<file path="src/rtl/lsu.sv">
// lsu -- load/store unit sitting directly in front of a word-addressed data RAM.
//
// It accepts byte, halfword and word loads and stores from the CPU memory
// stage over a valid/ready handshake and runs one request at a time. A store
// narrower than a word is done as read-modify-write: the RAM word is read, the
// target lanes are replaced, and the word is written back. Load data is taken
// from the addressed lane and zero- or sign-extended. A request with an illegal
// size, an address beyond the RAM, or (optionally) a misaligned address
// completes with resp_err and never touches the RAM.
//
// Optional feature: define LSU_MISALIGN_TRAP_EN to reject misaligned halfword
// and word accesses. Without it, misaligned low address bits are ignored.
//
// Parameters:
//   DATA_WIDTH  data width (lane logic is written for 32)
//   ADDR_WIDTH  CPU byte address width
//   BUS_WIDTH   RAM word-address width; the RAM covers 2^(BUS_WIDTH+2) bytes
//
// Ports:
//   clk, rst_n                    clock, synchronous active-low reset
//   req_valid / req_ready         request handshake
//   req_we, req_size, req_signed  store flag, size (00 b, 01 h, 10 w), sign-extend
//   req_addr, req_wdata           byte address, right-aligned store data
//   resp_valid                    one-cycle completion pulse
//   resp_rdata, resp_err          load result / error flag; held until the next response
//   mem_re, mem_we, mem_addr      RAM read enable, write enable, word index
//   mem_wdata, mem_rdata          RAM write data, combinational read data
module lsu #(
    parameter int DATA_WIDTH = 32,
    parameter int ADDR_WIDTH = 32,
    parameter int BUS_WIDTH  = 6
) (
    input  logic                  clk,
    input  logic                  rst_n,
    input  logic                  req_valid,
    output logic                  req_ready,
    input  logic                  req_we,
    input  logic [1:0]            req_size,
    input  logic                  req_signed,
    input  logic [ADDR_WIDTH-1:0] req_addr,
    input  logic [DATA_WIDTH-1:0] req_wdata,
    output logic                  resp_valid,
    output logic [DATA_WIDTH-1:0] resp_rdata,
    output logic                  resp_err,
    output logic                  mem_re,
    output logic                  mem_we,
    output logic [BUS_WIDTH-1:0]  mem_addr,
    output logic [DATA_WIDTH-1:0] mem_wdata,
    input  logic [DATA_WIDTH-1:0] mem_rdata
);

    localparam int NUM_LANES = DATA_WIDTH / 8;

    typedef enum logic [1:0] {IDLE, READ, WRITE, RESP} state_t;

    typedef struct packed {
        logic                  we;
        logic [1:0]            size;
        logic                  sgn;
        logic [BUS_WIDTH+1:0]  addr;   // only the bits that reach the RAM
        logic [DATA_WIDTH-1:0] wdata;
    } req_t;

    state_t                state;
    req_t                  rq;
    logic [DATA_WIDTH-1:0] word_q;
    logic [DATA_WIDTH-1:0] rdata_q;
    logic                  err_q;

    // ------------------------------------------------------------------
    // Accept-time checks, taken straight from the request inputs
    // ------------------------------------------------------------------
    logic out_of_range;
    logic misalign;
    logic bad_req;
    logic word_store;

    assign out_of_range = |(req_addr >> (BUS_WIDTH + 2));

`ifdef LSU_MISALIGN_TRAP_EN
    assign misalign = ((req_size == 2'b01) && req_addr[0]) ||
                      ((req_size == 2'b10) && (req_addr[1:0] != 2'b00));
`else
    assign misalign = 1'b0;
`endif

    assign bad_req    = (req_size == 2'b11) || out_of_range || misalign;
    assign word_store = req_we && (req_size == 2'b10);

    // ------------------------------------------------------------------
    // Load extract: lane select, then zero/sign fill
    // ------------------------------------------------------------------
    logic [1:0]            lane;
    logic                  half_sel;
    logic [7:0]            ld_byte;
    logic [15:0]           ld_half;
    logic [DATA_WIDTH-1:0] ld_result;

    assign lane     = rq.addr[1:0];
    assign half_sel = rq.addr[1];
    assign ld_byte  = mem_rdata[{lane, 3'b000} +: 8];
    assign ld_half  = mem_rdata[{half_sel, 4'b0000} +: 16];

    always_comb begin
        ld_result = mem_rdata;
        case (rq.size)
            2'b00:   ld_result = {{(DATA_WIDTH-8){rq.sgn & ld_byte[7]}}, ld_byte};
            2'b01:   ld_result = {{(DATA_WIDTH-16){rq.sgn & ld_half[15]}}, ld_half};
            default: ld_result = mem_rdata;
        endcase
    end

    // ------------------------------------------------------------------
    // Store merge: replicate the store data across lanes, then each byte
    // lane picks either the new data or the word read back from the RAM.
    // A word store has every lane enabled, so word_q is never consulted.
    // ------------------------------------------------------------------
    logic [NUM_LANES-1:0]  lane_en;
    logic [DATA_WIDTH-1:0] st_rep;
    logic [DATA_WIDTH-1:0] merged;

    always_comb begin
        lane_en = '1;
        st_rep  = rq.wdata;
        case (rq.size)
            2'b00: begin
                lane_en = 4'b0001 << lane;
                st_rep  = {NUM_LANES{rq.wdata[7:0]}};
            end
            2'b01: begin
                lane_en = half_sel ? 4'b1100 : 4'b0011;
                st_rep  = {(NUM_LANES/2){rq.wdata[15:0]}};
            end
            default: begin
                lane_en = '1;
                st_rep  = rq.wdata;
            end
        endcase
    end

    for (genvar g = 0; g < NUM_LANES; g++) begin : g_lane
        assign merged[8*g +: 8] = lane_en[g] ? st_rep[8*g +: 8] : word_q[8*g +: 8];
    end

    // ------------------------------------------------------------------
    // Control FSM
    // ------------------------------------------------------------------
    always_ff @(posedge clk) begin
        if (!rst_n) begin
            state   <= IDLE;
            rq      <= '0;
            word_q  <= '0;
            rdata_q <= '0;
            err_q   <= 1'b0;
        end else begin
            case (state)
                IDLE: begin
                    if (req_valid) begin
                        rq.we    <= req_we;
                        rq.size  <= req_size;
                        rq.sgn   <= req_signed;
                        rq.addr  <= req_addr[BUS_WIDTH+1:0];
                        rq.wdata <= req_wdata;
                        if (bad_req) begin
                            // Result registers change only on entry to RESP,
                            // so they hold between responses.
                            err_q   <= 1'b1;
                            rdata_q <= '0;
                            state   <= RESP;
                        end else if (word_store) begin
                            state <= WRITE;
                        end else begin
                            state <= READ;
                        end
                    end
                end
                READ: begin
                    word_q <= mem_rdata;
                    if (!rq.we) begin
                        rdata_q <= ld_result;
                        err_q   <= 1'b0;
                        state   <= RESP;
                    end else begin
                        state <= WRITE;
                    end
                end
                WRITE: begin
                    rdata_q <= '0;
                    err_q   <= 1'b0;
                    state   <= RESP;
                end
                default: begin
                    state <= IDLE;
                end
            endcase
        end
    end

    // Strobes decode from the state and are gated by rst_n so that a cycle
    // in which reset is asserted can never write the RAM or signal completion.
    assign req_ready  = rst_n && (state == IDLE);
    assign mem_re     = rst_n && (state == READ);
    assign mem_we     = rst_n && (state == WRITE);
    assign resp_valid = rst_n && (state == RESP);

    assign mem_addr   = (rst_n && (state != IDLE)) ? rq.addr[BUS_WIDTH+1:2] : '0;
    assign mem_wdata  = mem_we ? merged : '0;
    assign resp_rdata = rdata_q;
    assign resp_err   = err_q;

endmodule

</file>
<file path="config.mk">
export PLATFORM = sky130hd
export DESIGN_NAME = lsu
export DESIGN_NICKNAME = d
export VERILOG_FILES = /design/src/rtl/lsu.sv
export SDC_FILE = /design/constraint.sdc
export NUM_CORES = 1
export LEC_CHECK = 0
export CORE_MARGIN = 4
export CORE_UTILIZATION = 51
export CTS_BUF_LIST = sky130_fd_sc_hd__clkbuf_16
export CTS_CLUSTER_SIZE = 10
export DETAILED_ROUTE_END_ITERATION = 12
export GPL_ROUTABILITY_DRIVEN = 0
export MAX_ROUTING_LAYER = met4
export PLACE_DENSITY = 0.86
export SLEW_MARGIN = 0
export SYNTH_ARGS = -nofsm -noshare
export SYNTH_HDL_FRONTEND = slang
export SYNTH_SLANG_ARGS = --single-unit
</file>
<file path="constraint.sdc">
create_clock -name clk -period 5.6 [get_ports clk]
set_input_delay 1.12 -clock clk [delete_from_list [all_inputs] [get_ports clk]]
set_output_delay 1.12 -clock clk [all_outputs]
set_load 0.02 [all_outputs]
</file>
==> metrics.csv, run 1 <==
stage,metric,value,unit
status,status,"complete, no violations",
die,dieHeight,113,um
worst_setup_path,worstPathArrival,3.60,ns
clocking,cts_tree,done,
detailed_routing,routedWlPerCell,19.6,um
detailed_routing,drt_iter0_drc,790,
clocking,cts_buffers,9,
timing,tns,0,ns
die,row_count,38,
worst_setup_path,worst_path_max_delay_cell,dfxtp_1,
worst_setup_path,worst_path_most_repeated_cell,nand2_1,
detailed_routing,firstDrtPassIters,5,
detailed_routing,ant_nets,0,
detailed_routing,routed_wl,19.0,mm
timing,finalSetupViolCount,0,
clocking,cts-root-buf,clkbuf_16,
clocking,post-cts-setup-buffers,0,
yosys,synth_edf_count,0,
place,placed_cell_area,7460,sq um
worst_setup_path,worstSetupEndpointType,output pin,
place,dp_hpwl,14.1,mm
clocking,clkLatencyLatePin,0.35,ns
power_and_ir_drop,irDropWorstVdd,284,uV
detailed_routing,vias,5877,
flow_run,drv_cap,0,
global_route,gr-total-overflow,0,
layout,antennaDiodeCount,0,
worst_setup_path,crit_family,simple AND/OR/NAND/NOR gates,
die,fp.dieW,113,um
clocking,post_cts_resized,0,
layout,finish.instance_area,7740,sq um
yosys,syn_area,5660,sq um
detailed_routing,drcViolationCount,0,
worst_setup_path,path_max_fanout,32,
min_path,min_path_type,reg2reg,
global_route,grt_start_max_net_pins,60,
worst_setup_path,crit_path_max_incr_delay,1.15,ns
worst_setup_path,cp.required,4.48,ns
worst_setup_path,cp_cell_sequence,nand2b_1 -> nand2_1 -> nand2_1 -> a311oi_1 -> clkdlybuf4s50_1,
timing,slew_headroom,17.6,%
global_route,grt_usage,30.2,%
clocking,cts_sinks,111,
power_and_ir_drop,p_leak,2.69,nW
global_route,grt_pass1_vias,5632,
clocking,hold_buffers,0,
die,num_io_pins,178,
worst_setup_path,path_buf_inv,1,
power_and_ir_drop,p_per_area,363,nW/um^2
clocking,cts_max_level,3,
timing,hold_ws,0.458,ns
die,core,10800,sq um
layout,drive_gt1_share,4.93,%
timing,min_period_over_period,84.4,%
detailed_routing,via_per_inst,6.05,
timing,worst-slew-pin-transition,1.23,ns
timing,slew_violations,0,
yosys,ys_seq_area_share,39.2,%
timing,finalCriticalPeriod,4.72,ns
worst_setup_path,worstSetupPathType,reg2out,
yosys,synthFlopType,dfxtp_1,
timing,max_freq,212,MHz
place,portBuffers,177,
timing,clock_skew,0.00664,ns
timing,rsz0062_at_grt,no,
clocking,cts.clk_slew.worst_paths,0.08,ns
yosys,synth_cells,687,
layout,syn_to_final_growth,36.6,%
worst_setup_path,critPathLaunchType,flip-flop,
yosys,synth_nets,795,
timing,hold_viol,0,
clocking,clockBufferDepth,2,
yosys,postSynth.asyncResetShare,0,%
global_route,antenna_found_initial,0,
yosys,yosysWarnings,0,
yosys,synth-seq-cells,111,
yosys,avgSynthCellArea,8.24,sq um
layout,fin_nets,934,
global_route,grt_first_pass_wirelength,29.9,mm
die,start_util,52.3,%
die,die-area,12900,sq um
yosys,yosysUniqueCellTypes,48,
## layout make-up
| class | instances | area, sq um |
|---|---|---|
| multi-input cells | 502 | 3160 |
| inverters | 14 | 52.6 |
| flip-flops and latches | 111 | 2220 |
| clock buffers | 9 | 225 |
| well taps | 140 | 175 |
| clock inverters | 7 | 55.1 |
| fillers | 871 | 3100 |
| repair buffers | 188 | 1850 |
## per-layer routing
layer	vias to the layer above	track usage (%)	wire length [um]
met3	52	5.25	1920
met2	365	46.4	8710
met1	2754	40.2	7850
met4	0	10.8	565
li1	2706	-	-
met5	-	-	0
## sequential cells by signal, summed over array words and instances (netlist names)
name        count
half_sel        1
lane            1
resp_err        1
resp_rdata     32
rq             42
state           2
word_q         32
## synth_stat cells (all sizes together) (3+ instances only)
| cell | instances | area share [%] |
|---|---|---|
| a21boi | 46 | 6.1 |
| a21o | 3 | 0.40 |
| a21oi | 11 | 0.97 |
| a221oi | 7 | 1.1 |
| a311oi | 16 | 2.5 |
| and2 | 10 | 1.1 |
| buf | 13 | 1.2 |
| clkbuf | 47 | 3.1 |
| dfxtp | 111 | 39 |
| ha | 5 | 1.1 |
| inv | 13 | 0.86 |
| mux2i | 51 | 9.0 |
| nand2 | 125 | 8.3 |
| nand3 | 39 | 3.4 |
| nor2 | 45 | 3.0 |
| nor2b | 36 | 4.0 |
| nor4 | 6 | 0.66 |
| o21ai | 42 | 3.7 |
| o221ai | 14 | 2.2 |
| o22a | 6 | 0.93 |
| o41ai | 15 | 3.5 |
## worst paths after layout
kind | startpoint | slack, ns | to | cells after the start
max | rq[41]$_SDFFE_PN0P_ | 0.88 | mem_wdata[16] | 5
min reg2reg | rq[29]$_SDFFE_PN0P_ | 0.46 | rq[29]$_SDFFE_PN0P_ | 2
max reg2reg | rq[41]$_SDFFE_PN0P_ | 2.46 | resp_rdata[6]$_SDFFE_PN0P_ | 5
min | rq[29]$_SDFFE_PN0P_ | 0.46 | rq[29]$_SDFFE_PN0P_ | 2
## layout by cell type (no fill, tap or decap), drive strengths merged, types with 7 or more instances in the layout
cell type / count
a221oi: 7
o41ai: 15
mux2i: 51
a311oi: 16
nor2: 45
o21ai: 42
nor2b: 36
nand2: 125
clkdlybuf4s50: 176
a21boi: 46
and2: 10
a21oi: 11
o221ai: 14
dfxtp: 111
nand3: 39
buf: 12
clkbuf: 9
inv: 16
## cell families after synthesis
| logic type | count (synthesis) | synth area share, % |
|---|---|---|
| simple gates | 273 | 22.1 |
| mux | 51 | 9.01 |
| fa+ha+maj | 5 | 1.10 |
| compound gates | 173 | 23.3 |
| flops | 111 | 39.2 |
| buf+inv | 74 | 5.21 |
## metrics by stage
stage                     cells  util [%]  setup WS [ns]  total power (W)
final                       971      71.4          0.876          0.00281
after global routing        971      71.4          0.708          0.00296
after CTS                   971      71.4           1.01          0.00279
after detailed placement    955      68.8           1.18          0.00217
after global placement      955      68.8           1.37          0.00213
after floorplan             687         -           2.19          0.00179
## worst register-to-register path: cells and delay by family (launching register included)
| kind | cells | cell delay, ns |
|---|---|---|
| simple gates | 2 | 1.16 |
| flops | 1 | 1.15 |
| compound gates | 3 | 0.69 |
## where the power goes
group / total [W] / switching, W / leakage, nW / internal, W
logic: 0.00113 / 0.000688 / 1.64 / 0.000440
clock network: 0.000622 / 0.000314 / 0.140 / 0.000308
registers: 0.00106 / 0.000133 / 0.905 / 0.000927
total: 0.00281 / 0.00114 / 2.69 / 0.00168
No activity file was read; power rests on OpenSTA's default activity.
==> run 2: changes to the inputs <==
- CORE_UTILIZATION: 51 -> 47
- PLACE_DENSITY: 0.86 -> 0.8
- clock period: 5.6 -> 4.9 ns (I/O delays scaled with it)
==> run 2 against run 1 <==
  * Non-clock buffer count increased by 1
  * First-iteration DRC count decreased by 3.2%
  * Sequential cell count is the same
  * Sequential power grew 15%
  * Count of clock-buffer cells in the layout stayed put
  * Sequential share of layout area decreased by 0.10 points
  * Total power rose by 15%
  * Wire length rose by 0.39%
  * Register-to-register slack got worse by 0.53 ns
  * Clock skew grew 0.0044 ns
  * Highest routed layer unchanged
==> metrics.csv, run 2 (synthesized netlist as in run 1, its figures left out) <==
stage,metric,value,unit,change
status,status,"complete, no violations",,unchanged
global_route,antenna_found_initial,0,,unchanged
worst_setup_path,path_max_fanout,32,,unchanged
clocking,cts_buffers,9,,unchanged
layout,seq_area,2220,sq um,unchanged
layout,antennaDiodeCount,0,,unchanged
die,start_util,48.8,%,was 52.3%
timing,hold_viol,0,,unchanged
worst_setup_path,worstSetupEndpointType,output pin,,unchanged
timing,worst-slew-pin-transition,1.26,ns,was 1.23 ns
layout,fin_nets,935,,was 934
place,placed_cells,959,,was 955
global_route,grt_usage,27.4,%,was 30.2%
die,dieHeight,118,um,was 113 um
worst_setup_path,worst-r2r-cell-count,5,,unchanged
layout,largest_reg_flops,42,,unchanged
timing,slew_violations,0,,unchanged
clocking,cts-root-buf,clkbuf_16,,unchanged
timing,clock_skew,0.0110,ns,was 0.00664 ns
detailed_routing,via_per_inst,5.89,,was 6.05
layout,final_common_cell,clkdlybuf4s50_1,,unchanged
detailed_routing,wl_met3,1.52,mm,was 1.92 mm
layout,fin_cells,975,,was 971
clocking,clockBufferDepth,2,,unchanged
timing,max_freq,229,MHz,
worst_setup_path,critPathLaunchType,flip-flop,,unchanged
layout,regMostFlops,rq,,unchanged
detailed_routing,wl_met1,8.44,mm,was 7.85 mm
global_route,grt_start_max_net_pins,56,,was 60
detailed_routing,vias,5739,,was 5877
worst_setup_path,worstPathArrival,3.38,ns,was 3.60 ns
die,fp.dieW,118,um,was 113 um
timing,rsz0062_at_grt,no,,unchanged
detailed_routing,top_layer_used,met4,,unchanged
timing,tns,0,ns,unchanged
detailed_routing,routedWlPerCell,19.6,um,about the same
detailed_routing,drt_iter0_drc,765,,was 790
layout,fillers,974,,was 871
clocking,post-cts-setup-buffers,0,,unchanged
global_route,grt_first_pass_wirelength,29.8,mm,was 29.9 mm
timing,finalCriticalPeriod,4.36,ns,
die,die-area,13900,sq um,was 12900 sq um
detailed_routing,routed_wl,19.1,mm,was 19.0 mm
layout,multi_input_area,3160,sq um,unchanged
timing,finalSetupViolCount,0,,unchanged
min_path,min_path_type,reg2reg,,unchanged
worst_setup_path,cp.required,3.92,ns,was 4.48 ns
clocking,cts_max_level,3,,unchanged
worst_setup_path,worstSetupPathType,reg2out,,unchanged
clocking,cts_tree,done,,unchanged
layout,syn_to_final_growth,37.1,%,was 36.6%
layout,mostFrequentLayoutCells,"clkdlybuf4s50_1 (176), nand2_1 (125), dfxtp_1 (111)",,unchanged
clocking,clkLatencyLatePin,0.35,ns,about the same
detailed_routing,firstDrtPassIters,6,,was 5
worst_setup_path,r2r_slack,1.93,ns,was 2.46 ns
clocking,post_cts_resized,0,,unchanged
power_and_ir_drop,p_leak,2.70,nW,was 2.69 nW
die,num_io_pins,178,,unchanged
detailed_routing,wl_met2,8.64,mm,was 8.71 mm
flow_run,drv_cap,0,,unchanged
worst_setup_path,rr_startpoint,rq[41]$_SDFFE_PN0P_,,unchanged
timing,min_period_over_period,88.9,%,
die,core,11600,sq um,was 10800 sq um
global_route,grt_pass1_vias,5565,,was 5632
worst_setup_path,startpoint,rq[41]$_SDFFE_PN0P_,,unchanged
clocking,hold_buffers,0,,unchanged
clocking,cts.clk_slew.worst_paths,0.07,ns,was 0.08 ns
detailed_routing,drcViolationCount,0,,unchanged
layout,drive_gt1_share,4.93,%,about the same
detailed_routing,ant_nets,0,,unchanged
place,dp_hpwl,14.4,mm,was 14.1 mm
clocking,cts_sinks,111,,unchanged
worst_setup_path,cp-endpoint,mem_wdata[16],,unchanged
timing,slew_headroom,15.7,%,was 17.6%
global_route,gr-total-overflow,0,,unchanged
worst_setup_path,timing.rr.end,resp_rdata[6]$_SDFFE_PN0P_,,unchanged
place,portBuffers,177,,unchanged
power_and_ir_drop,p_per_area,417,nW/um^2,was 363 nW/um^2
timing,hold_ws,0.455,ns,was 0.458 ns
power_and_ir_drop,irDropWorstVdd,266,uV,was 284 uV
die,row_count,39,,was 38
run 2: critical path, stage by stage (launching register included):
cell	delay, ns
dfxtp_1	1.08
nand2b_1	0.63
nand2_1	0.43
nand2_1	0.18
a311oi_1	0.14
clkdlybuf4s50_1	0.58
run 2: stage by stage:
stage,utilization [%],total power [W],setup WS (ns),instance area [sq um]
floorplan,-,0.00204,1.77,5660
global placement,64.3,0.00246,0.874,7470
detailed placement,64.3,0.00250,0.768,7470
CTS,66.9,0.00323,0.576,7770
global route,66.9,0.00341,0.279,7770
finish,66.9,0.00324,0.542,7770
run 2: layer usage:
layer	global-route usage, %	up-vias
li1	-	2708
met1	35.6	2700
met2	42.0	290
met3	6.58	41
met4	9.45	0
met5	-	-
run 2: area by class of cell:
cell class                 instances  area share, %
clock buffer                       9           2.90
clock inverter                     7          0.918
inverter                          14          0.677
multi-input combinational        502           40.7
sequential                       111           28.6
tap                              143           2.30
timing repair buffer             189           23.9
run 2: how the worst min path moves through the flow:
stage | depth (start not counted) | to | from | slack (ns)
4_1_cts | 2 | rq[35]$_SDFFE_PN0P_ | rq[35]$_SDFFE_PN0P_ | 0.46
3_3_place_gp | 2 | rq[39]$_SDFFE_PN0P_ | rq[39]$_SDFFE_PN0P_ | 0.44
6_report | 2 | rq[35]$_SDFFE_PN0P_ | rq[35]$_SDFFE_PN0P_ | 0.45
3_5_place_dp | 2 | rq[35]$_SDFFE_PN0P_ | rq[35]$_SDFFE_PN0P_ | 0.45
5_1_grt | 2 | rq[23]$_SDFFE_PN0P_ | rq[23]$_SDFFE_PN0P_ | 0.48
2_1_floorplan | 2 | rq[34]$_SDFFE_PN0P_ | rq[34]$_SDFFE_PN0P_ | 0.43
run 2: power breakdown:
group / leakage (nW) / internal [W] / switching [W]
Clock: 0.145 / 0.000398 / 0.000338
Combinational: 1.65 / 0.000515 / 0.000773
Sequential: 0.905 / 0.00106 / 0.000158
Total: 2.70 / 0.00197 / 0.00127
==> edit 1 (flow settings as in run 2) <==
Build with the macro `LSU_MISALIGN_TRAP_EN` defined.
--- a/src/rtl/lsu.sv
+++ b/src/rtl/lsu.sv
@@ -27,2 +27,4 @@
 //   mem_wdata, mem_rdata          RAM write data, combinational read data
+`define LSU_MISALIGN_TRAP_EN
+
 module lsu #(
Function: changed (a bounded check fails within 4 cycles, from zero or initial values and one cycle with rst_n low).
==> edit 1 against run 2 <==
Design area grew 4.1%. Routed wire length grew 0.20%. Synthesized area grew 5.1%. Setup slack gained 0.18 ns. Final cell count grew 2.8%. Power grew 5.4%. Critical endpoint is now mem_wdata[26]. Largest cell class unchanged. Sequential cell count is the same. Highest routed layer unchanged. Largest power group unchanged.
==> edit 1: results (changes against run 2) <==
dpl hpwl 14200 um (-0.79%); met3 Resource Use GR 0.0341 (-0.0317); count of different cell masters after synthesis 49 (+2.1%); routed vias 5791 (+0.91%); Inst Count DP 986 (+2.8%); worst vdd ir 0.228 mV (-14%); met1 Usage GRT 0.341 (-0.0151); drt first pass iters 5 (-1); vias in the first global route 5676 (+2.0%); critical path's top delay family buffers and inverters; status finished, final reports clean; RR Endpoint resp_rdata[15]; Lkg Pwr 0.00275 uW (+2.0%); Syn Inst Count 688 (+0.15%); Finished Layout Cells 1002 (+2.8%); CP Max Fanout 36 (+13%); Post-Route WL 19200 um (+0.20%); Seq/Total Area, Yosys 0.373 (-0.0192); largest cells by area after synthesis dfxtp_1 37%, mux2i_1 14%, nand2_1 8.3%; Critical Path Max Stage Delay 0.63 ns (-0.45 ns); CP max stage cell clkdlybuf4s50_1; final setup skew 0.00956 ns (-0.00148 ns); nets@finish 937 (+0.21%); syn nets 796 (+0.13%); DR iter-0 viols 540 (-29%); Tot GR Track Use 0.262 (-0.0120); worst r2r src rq[42]; worst relative slew slack 0.177 (+0.0201); met2 Usage GRT 0.414 (-0.00686); largest net degree at the start of global routing 98 (+75%)
[edit 1: cell types whose count changed in the layout (fill, tap and decap cells not counted), sizes merged, moves of 7 or more]
cell / before / now
nor3: 1 / 8
a211o: 0 / 7
o21ai: 42 / 23
o41ai: 15 / 1
a311oi: 16 / 8
mux2: 0 / 7
nor2: 45 / 30
a221oi: 7 / 0
a211oi: 2 / 9
mux2i: 51 / 83
nand3: 39 / 5
mux4: 0 / 8
o211ai: 1 / 18
[edit 1: final cells by class]
cell class,count,area [sq um]
clock buffers,9,225
clock inverters,7,101
fillers,1012,4120
inverters,13,48.8
multi-input cells,508,3440
flip-flops and latches,111,2220
well taps,168,210
repair buffers,186,1840
[edit 1: through the flow]
step | setup slack (ns) | instance area, sq um | total power (uW) | hold WS, ns
finish | 0.721 | 8090 | 3420 | 0.450
floorplan | 1.82 | 5960 | 2160 | 0.439
detailed placement | 0.760 | 7760 | 2610 | 0.441
CTS | 0.740 | 8090 | 3420 | 0.452
global placement | 0.895 | 7760 | 2580 | 0.446
global route | 0.509 | 8090 | 3580 | 0.465
[edit 1: where the power goes]
part           internal [uW]  leakage [uW]  switching (uW)
Sequential              1070      0.000905             153
Combinational            603       0.00169             789
Clock                    454      0.000153             349
Total                   2130       0.00275            1290
[edit 1: metal layers]
metal | share of wire | vias to the layer above | routed length, um
met5 | 0 | - | 0
li1 | - | 2706 | -
met1 | 0.43 | 2725 | 8150
met4 | 0.035 | 0 | 674
met2 | 0.46 | 301 | 8880
met3 | 0.076 | 59 | 1450
[edit 1: worst max-delay path by stage]
| stage | start | to | cells past startpoint | slack (ns) |
|---|---|---|---|---|
| 2_1_floorplan | rst_n | mem_wdata[13] | 4 | 1.82 |
| 3_3_place_gp | rst_n | mem_wdata[25] | 6 | 0.90 |
| 3_5_place_dp | rst_n | mem_wdata[29] | 6 | 0.76 |
| 4_1_cts | rst_n | mem_wdata[29] | 6 | 0.74 |
| 5_1_grt | rst_n | mem_wdata[27] | 6 | 0.51 |
| 6_report | rst_n | mem_wdata[26] | 6 | 0.72 |
[edit 1: kinds of logic after synthesis]
family | share of synthesized area
buf+inv | 0.0489
flops | 0.373
compound gates | 0.192
fa+ha+maj | 0.0105
mux | 0.183
simple gates | 0.192
[edit 1: worst register-to-register path, stage by stage, from the launching register on]
cell,delay (ns)
dfxtp_1,0.62
buf_4,0.39
nor2_1,0.61
nand3_1,0.45
a221o_1,0.39
mux2i_1,0.12
==> edit 2 (flow settings as in run 2) <==
Made on the original files. Encoding of `state_t`: now Gray code (2 bits for 4 states).
--- a/src/rtl/lsu.sv
+++ b/src/rtl/lsu.sv
@@ -53,3 +53,3 @@
 
-    typedef enum logic [1:0] {IDLE, READ, WRITE, RESP} state_t;
+    typedef enum logic [1:0] {IDLE = 2'b00, READ = 2'b01, WRITE = 2'b11, RESP = 2'b10} state_t;
 
Function: same outputs for any inputs over 4 cycles, from zero or initial values and one cycle with rst_n low; so few cycles prove little.
==> edit 2 against run 2 <==
Routed wire length shrank 6.2%. Setup slack better by 0.27 ns. Design area shrank 3.4%. Sequential cell count stayed put. First-iteration DRC count fell by 30%. Maximum frequency rose by 6.6%. Register-to-register slack improved by 0.61 ns. Synthesized area is 3.2% lower. Critical path type is now in -> out.
Power is not compared: it rests on default switching activity, and its combinational part moved more than twofold at a synthesized area within 25%.
==> edit 2: results (changes against run 2) <==
status finished, final reports clean; syn nets 769 (-3.3%); worst r2r src rq[42]; nets@finish 911 (-2.6%); first-pass GRT wire length 27900 um (-6.4%); Hold EP resp_rdata[14]; critical path arrival 3.11 ns (-0.27 ns); crit path to mem_wdata[28]; Tot GR Track Use 0.271 (-0.00291); drt first pass iters 5 (-1); pre-CTS setup slack 0.847 ns (+0.0790 ns); Vias per Instance 5.83 (-0.87%); share of layout cells above drive strength 1 0.0504 (+0.00115); DR iter-0 viols 536 (-30%); synth cell count leaders 180 x nand2_1, 111 x dfxtp_1, 76 x a21boi_0; Fmax 245 MHz (+6.6%); Hold Path Stages 1 (-1); RR Endpoint resp_rdata[14]; CP Max Fanout 19 (-41%); count of different cell masters after synthesis 44 (-8.3%); Core Util, Final 0.657 (-0.0116); largest cells by area after synthesis dfxtp_1 41%, nand2_1 12%, a21boi_0 10%; dpl hpwl 13400 um (-6.6%); vias in the first global route 5496 (-1.2%); worst relative slew slack 0.245 (+0.0872); Seq/Total Area, Yosys 0.405 (+0.0130); routed len/inst 18.8 um (-4.3%); final setup skew 0.00514 ns (-0.00590 ns)
## edit 2: cell count changes after synthesis, sizes merged, moves of 9 or more
cell	delta
nand2	+55
a21boi	+30
nor2b	-30
nand3	-29
o2bb2ai	+27
mux2i	-26
a21oi	+22
o21ai	-22
nor2	-16
o41ai	-15
clkbuf	-14
buf	+9
## edit 2: logic make-up (layout without fill, tap and decap cells)
logic type,after synthesis,count (layout),share of synthesized area
simple gates,252,252,0.194
compound gates,209,209,0.294
flops,111,111,0.405
buf+inv,67,214,0.0550
mux,27,27,0.0518
## edit 2: report_power, final
group | switching (uW) | internal (uW) | leakage [uW]
registers | 21.6 | 924 | 0.000902
logic | 149 | 139 | 0.00142
clock network | 327 | 340 | 0.000130
total | 497 | 1400 | 0.00245
## edit 2: routing by layer
metal  track usage  vias up  share of wire
li1              -     2645              -
met5             -        -              0
met3        0.0569       45          0.092
met1         0.340     2611           0.41
met4        0.0889        0          0.027
met2         0.439      277           0.47
## edit 2: final cells by class
type	count	area, sq um	share of cell area
flip-flops and latches	111	2220	0.296
clock inverters	7	37.5	0.00500
clock buffers	9	225	0.0300
repair buffers	186	1830	0.244
well taps	143	179	0.0238
inverters	12	45.0	0.00600
multi-input cells	488	2960	0.395
## edit 2: critical path, cell delays in order
cell             delay (ns)
buf_2                  0.10
nand3_1                0.61
clkinv_1               0.40
o221ai_1               0.19
a21oi_1                0.19
clkdlybuf4s50_1        0.63
## edit 2: through the flow
step	area (sq um)	instances	hold WS, ns
final	7500	956	0.466
after global routing	7500	956	0.485
after CTS	7500	956	0.467
after detailed placement	7240	940	0.450
after global placement	7240	940	0.445
after floorplan	5480	666	0.439
